==> config.mk <==
export PLATFORM = sky130hd
export DESIGN_NAME = ysyx_23060203_lsu
export DESIGN_NICKNAME = d
export VERILOG_FILES = /design/src/rtl/ysyx_23060203_lsu.sv
export SDC_FILE = /design/constraint.sdc
export NUM_CORES = 1
export LEC_CHECK = 0
export CAP_MARGIN = 15
export CORE_AREA = 2 2 178 180
export CTS_CLUSTER_DIAMETER = 60
export DETAILED_ROUTE_END_ITERATION = 8
export DIE_AREA = 0 0 180 182
export PLACE_DENSITY_LB_ADDON = 0.08
export RECOVER_POWER = 100
export SLEW_MARGIN = 25
export SYNTH_ARGS = -nofsm -noshare
export SYNTH_HDL_FRONTEND = slang
export SYNTH_SLANG_ARGS = --single-unit
export TNS_END_PERCENT = 1
==> constraint.sdc <==
create_clock -name clock -period 2.5 [get_ports clock]
set_input_delay 0.5 -clock clock [delete_from_list [all_inputs] [get_ports clock]]
set_output_delay 0.5 -clock clock [all_outputs]
set_load 0.05 [all_outputs]
==> src/rtl/ysyx_23060203_lsu.sv <==
// rtl/ysyx_23060203_lsu.sv - load/store stage with AXI4-Lite-style master port
module ysyx_23060203_lsu (
  input  logic        clock,
  input  logic        reset,
  input  logic        in_valid,
  output logic        in_ready,
  input  logic [31:0] in_pc,
  input  logic [3:0]  in_gpr_waddr,
  input  logic [31:0] in_gpr_wdata,
  input  logic        in_mem_ren,
  input  logic        in_mem_wen,
  input  logic [2:0]  in_funct3,
  input  logic [31:0] in_mem_addr,
  input  logic [31:0] in_mem_wdata,
  input  logic        in_csr_wen,
  input  logic [11:0] in_csr_waddr,
  input  logic [31:0] in_csr_wdata,
  input  logic        in_exc,
  input  logic        in_ret,
  input  logic        in_fencei,
  output logic        out_valid,
  input  logic        out_ready,
  output logic [31:0] out_pc,
  output logic [3:0]  out_gpr_waddr,
  output logic [31:0] out_gpr_wdata,
  output logic        out_csr_wen,
  output logic [11:0] out_csr_waddr,
  output logic [31:0] out_csr_wdata,
  output logic        out_exc,
  output logic        out_ret,
  output logic        out_fencei,
  output logic [31:0] araddr,
  output logic        arvalid,
  input  logic        arready,
  input  logic [31:0] rdata,
  input  logic [1:0]  rresp,
  input  logic        rvalid,
  output logic        rready,
  output logic [31:0] awaddr,
  output logic        awvalid,
  input  logic        awready,
  output logic [31:0] wdata,
  output logic [3:0]  wstrb,
  output logic        wvalid,
  input  logic        wready,
  input  logic [1:0]  bresp,
  input  logic        bvalid,
  output logic        bready
);

  typedef enum logic [2:0] {IDLE, AR, R, WR, B, DONE} state_t;

  state_t      state, state_n;
  logic [31:0] addr_q;
  logic [2:0]  funct3_q;
  logic        in_fire;
  logic        aw_ok;
  logic        w_ok;
  logic [31:0] raw;
  logic [31:0] load_data;
  logic [3:0]  strb_base;
  logic        unused_resp;

  // DONE accepts a new instruction while its result drains, giving 1/cycle ALU throughput
  assign in_ready    = (state == IDLE || state == DONE) && (!out_valid || out_ready);
  assign in_fire     = in_valid && in_ready;
  assign aw_ok       = !awvalid || awready;
  assign w_ok        = !wvalid || wready;
  assign araddr      = addr_q;
  assign awaddr      = addr_q;
  assign unused_resp = ^{rresp, bresp};

  assign raw = rdata >> {addr_q[1:0], 3'b000};

  always_comb begin
    case (funct3_q[1:0])
      2'b00:   load_data = {{24{raw[7] & ~funct3_q[2]}}, raw[7:0]};
      2'b01:   load_data = {{16{raw[15] & ~funct3_q[2]}}, raw[15:0]};
      default: load_data = raw;
    endcase
  end

  always_comb begin
    case (in_funct3[1:0])
      2'b00:   strb_base = 4'b0001;
      2'b01:   strb_base = 4'b0011;
      default: strb_base = 4'b1111;
    endcase
  end

  always_ff @(posedge clock) begin
    if (reset) state <= IDLE;
    else       state <= state_n;
  end

  always_comb begin
    state_n = state;
    case (state)
      IDLE, DONE: begin
        if (in_fire) begin
          if (in_mem_ren)      state_n = AR;
          else if (in_mem_wen) state_n = WR;
          else                 state_n = DONE;
        end else if (state == DONE && out_ready) begin
          state_n = IDLE;
        end
      end
      AR:      if (arready) state_n = R;
      R:       if (rvalid) state_n = DONE;
      WR:      if (aw_ok && w_ok) state_n = B;
      B:       if (bvalid) state_n = DONE;
      default: state_n = IDLE;
    endcase
  end

  always_ff @(posedge clock) begin
    if (reset) begin
      out_valid <= 1'b0;
      arvalid   <= 1'b0;
      awvalid   <= 1'b0;
      wvalid    <= 1'b0;
      rready    <= 1'b0;
      bready    <= 1'b0;
    end else begin
      case (state)
        IDLE, DONE: begin
          if (in_fire) begin
            out_valid <= !in_mem_ren && !in_mem_wen;
            arvalid   <= in_mem_ren;
            awvalid   <= in_mem_wen && !in_mem_ren;
            wvalid    <= in_mem_wen && !in_mem_ren;
          end else if (out_ready) begin
            out_valid <= 1'b0;
          end
        end
        AR: if (arready) begin
          arvalid <= 1'b0;
          rready  <= 1'b1;
        end
        R: if (rvalid) begin
          rready    <= 1'b0;
          out_valid <= 1'b1;
        end
        WR: begin
          if (awready) awvalid <= 1'b0;
          if (wready) wvalid <= 1'b0;
          if (aw_ok && w_ok) bready <= 1'b1;
        end
        B: if (bvalid) begin
          bready    <= 1'b0;
          out_valid <= 1'b1;
        end
        default: ;
      endcase
    end
  end

  // Payload registers carry no reset; their contents are don't-care until out_valid
  always_ff @(posedge clock) begin
    if (in_fire) begin
      out_pc        <= in_pc;
      out_gpr_waddr <= in_gpr_waddr;
      out_gpr_wdata <= in_gpr_wdata;
      out_csr_wen   <= in_csr_wen;
      out_csr_waddr <= in_csr_waddr;
      out_csr_wdata <= in_csr_wdata;
      out_exc       <= in_exc;
      out_ret       <= in_ret;
      out_fencei    <= in_fencei;
      addr_q        <= in_mem_addr;
      funct3_q      <= in_funct3;
      wdata         <= in_mem_wdata << {in_mem_addr[1:0], 3'b000};
      wstrb         <= strb_base << in_mem_addr[1:0];
    end else if (state == R && rvalid) begin
      out_gpr_wdata <= load_data;
    end
  end

endmodule

==> results.json <==
{
  "p_int_mw": 8.83,
  "fill_cells": 2920,
  "drt_first_pass_iters": 4,
  "core-area_um2": 31000,
  "criticalPathCategory": "flip-flop to primary output",
  "synth_mux_area_share_pct": 4.66,
  "cts_buffers": 17,
  "skew_ns": 0.0117,
  "fmax_ghz": 0.430,
  "dp_cells": 1357,
  "period_share_pct": 93.1,
  "path_cells": "xnor2_1 -> and3_1 -> buf_2",
  "instances_no_fill": 1392,
  "yosysUniqueCellTypes": 45,
  "dieArea_um2": 32800,
  "ys_ff_latch": 196,
  "synth.most_common_cell": "edfxtp_1",
  "worstMarginPinSlew_ns": 1.09,
  "syn2layout_area_growth_pct": 66.7,
  "tns_ns": 0,
  "clk_latency_ns": 0.45,
  "avgSynthCellArea_um2": 14.5,
  "status": "completed",
  "antenna_found_initial": 5,
  "slew_headroom_pct": 27.3,
  "synth_compound_area_share_pct": 8.15,
  "grt.total_usage_pct": 16.3,
  "synth_xor_area_share_pct": 0.110,
  "preCtsSetupSlack_ns": -0.0112,
  "htree_levels": 4,
  "cp.buffers_inverters": 1,
  "synth_top_area_cell": "edfxtp_1",
  "place_area_um2": 12900,
  "drc": 0,
  "rows": 65,
  "p_comb_share_pct": 50.3,
  "hp-class": "flip-flop to flip-flop",
  "final_area_um2": 13300,
  "finalSetupViolCount": 0,
  "hold_slack_ns": 0.451,
  "synth_warnings": 0,
  "leakagePower_nw": 4.81,
  "power.density_nw_per_um2": 1260,
  "synth_fa_ha_area_share_pct": 0,
  "die_w_um": 180,
  "ir_worst_vdd_mv": 0.485,
  "required_ns": 2.00,
  "postRouteAntennaNets": 0,
  "drt_iter0_markers": 373,
  "worstPathArrival_ns": 1.83,
  "worst_setup_path_end_kind": "primary output",
  "switchingPower_mw": 7.88,
  "clk_path_buf_depth": 2,
  "cts.sinks": 196,
  "netlist_instances": 549,
  "ys_top_cells_by_count": "edfxtp_1 (187), nand2_1 (55), mux2i_1 (36), nor2_1 (36), buf_4 (35)",
  "cts_setup_buffers": 0,
  "grt_max_degree": 37,
  "report.final.slew_viol_count": 0,
  "hold_violations": 0,
  "worst_slack_ns": 0.173,
  "synth_top_family_by_area": "simple AND/OR/NAND/NOR gates",
  "drv_cap": 0,
  "syn_area_um2": 7970,
  "chipHeight_um": 182,
  "pwr-share-seq_pct": 33.2,
  "synthSimpleGateAreaFrac_pct": 9.49,
  "dpl.hpwl_mm": 21.0,
  "grt_pass1_wl_mm": 39.0,
  "rsz0062_at_grt": "no",
  "crit_slowest_cell": "dfxtp_1",
  "synth_flop_cell": "edfxtp_1",
  "gp_congestion": 0.772,
  "wl_mm": 26.8,
  "cts_root_buf": "clkbuf_16",
  "switching_share_pct": 47.2,
  "cts_hold_buf": 0,
  "slowest_delay_ns": 0.62,
  "cp_max_fo": 16,
  "grt-ovfl-total": 0,
  "synthesis.nets": 779,
  "critPathLaunchType": "flip-flop",
  "grt_pass1_vias": 6016,
  "synth.area.top_cells": "edfxtp_1 (70%), mux2i_1 (4.5%), buf_4 (3.3%)",
  "synth_top_area_share_pct": 70.5,
  "async_flop_share_pct": 0,
  "synth_edf_count": 187,
  "io_pins": 453,
  "ctsResizeCount": 0,
  "cts.clk_slew.worst_paths_ns": 0.08,
  "num_vias": 5932,
  "min_period_ns": 2.33,
  "drive_above_1_share_pct": 5.37,
  "critical-path-top-delay-family": "flip-flops",
  "initial_core_util_pct": 25.7,
  "io_buffers": 448,
  "clock_power_share_pct": 16.4,
  "vias_per_cell": 4.26,
  "post_drt_wl_per_cell_um": 19.3,
  "cts_tree": "yes",
  "seq_area_frac_synth_pct": 72.8,
  "nets": 1204
}
==> through the flow <==
step	util [%]	total power, mW
6_report	42.9	16.7
2_1_floorplan	-	11.5
5_1_grt	42.9	17.5
3_5_place_dp	41.6	15.0
4_1_cts	43.5	17.8
3_3_place_gp	41.6	15.0
==> cells in the final DEF (no fill, tap or decap), types with 3 or more instances in the layout <==
cell	count
and2_1	13
clkbuf_16	17
clkinv_8	4
and2_0	3
clkdlybuf4s50_1	105
o21ai_0	17
edfxtp_1	187
dfxtp_1	9
dlygate4sd3_1	338
diode_2	3
o22a_1	16
nor3_1	3
buf_4	6
a21oi_1	33
nand2b_1	7
nand2_1	56
clkbuf_1	8
nor2b_1	21
clkbuf_4	5
nor2_1	36
mux2i_1	36
inv_8	5
a211oi_1	18
nand3_1	4
inv_1	3
==> worst register-to-register path: cells and delay by family, from the launching register on <==
kind                      cells  cell delay [ns]
xor gates and xnor gates      1             0.28
buffers and inverters         2             0.71
DFF                           1             0.62
and+or+nand+nor               1             0.24
==> worst paths after layout <==
check / startpoint / to / slack [ns] / cells after the start
worst min register to register: bready / bready / 0.45 / 2
worst max-delay path: state[0] / in_ready / 0.17 / 3
worst min-delay path: bready / bready / 0.45 / 2
worst max register to register: state[0] / wdata[30] / 0.28 / 4
==> registers in the layout, indices dropped and copies added, names as in the netlist, 3 cells and up <==
name and count:
out_pc 32, out_gpr_waddr 4, wdata 32, state 3
out_csr_waddr 12, wstrb 4, araddr 32, out_gpr_wdata 32
funct3_q 3, out_csr_wdata 32
==> layer usage <==
| layer | vias to the layer above | GRT usage, % | wire [um] |
|---|---|---|---|
| met1 | 2816 | 19.4 | 10900 |
| met3 | 31 | 6.24 | 2020 |
| li1 | 2862 | - | - |
| met5 | - | 0 | 44 |
| met4 | 6 | 5.66 | 469 |
| met2 | 217 | 27.0 | 13400 |
==> layout make-up <==
| class | instances | area (um2) | share of cell area [%] |
|---|---|---|---|
| Inverter | 4 | 20.0 | 0.151 |
| Clock buffer | 17 | 425 | 3.20 |
| Timing Repair Buffer | 466 | 4600 | 34.6 |
| Antenna cell | 3 | 7.51 | 0.0565 |
| Sequential cell | 196 | 5800 | 43.6 |
| Multi-Input combinational cell | 289 | 1770 | 13.3 |
| Tap cell | 402 | 503 | 3.79 |
| Clock inverter | 15 | 163 | 1.22 |
==> power by group through the flow <==
stage	Sequential [mW]	Clock, mW	Combinational, mW
after floorplan	8.95	0	2.54
after global placement	5.67	0	9.30
after detailed placement	5.68	0	9.27
after CTS	5.63	2.85	9.30
after global routing	5.69	2.97	8.85
final	5.56	2.75	8.41
==> logic make-up after synthesis <==
group           Yosys count
simple gates            155
compound gates           96
buf+inv                  64
xor+xnor                  1
mux                      37
flops                   196
Note: power is estimated with default switching activity, not from simulation.
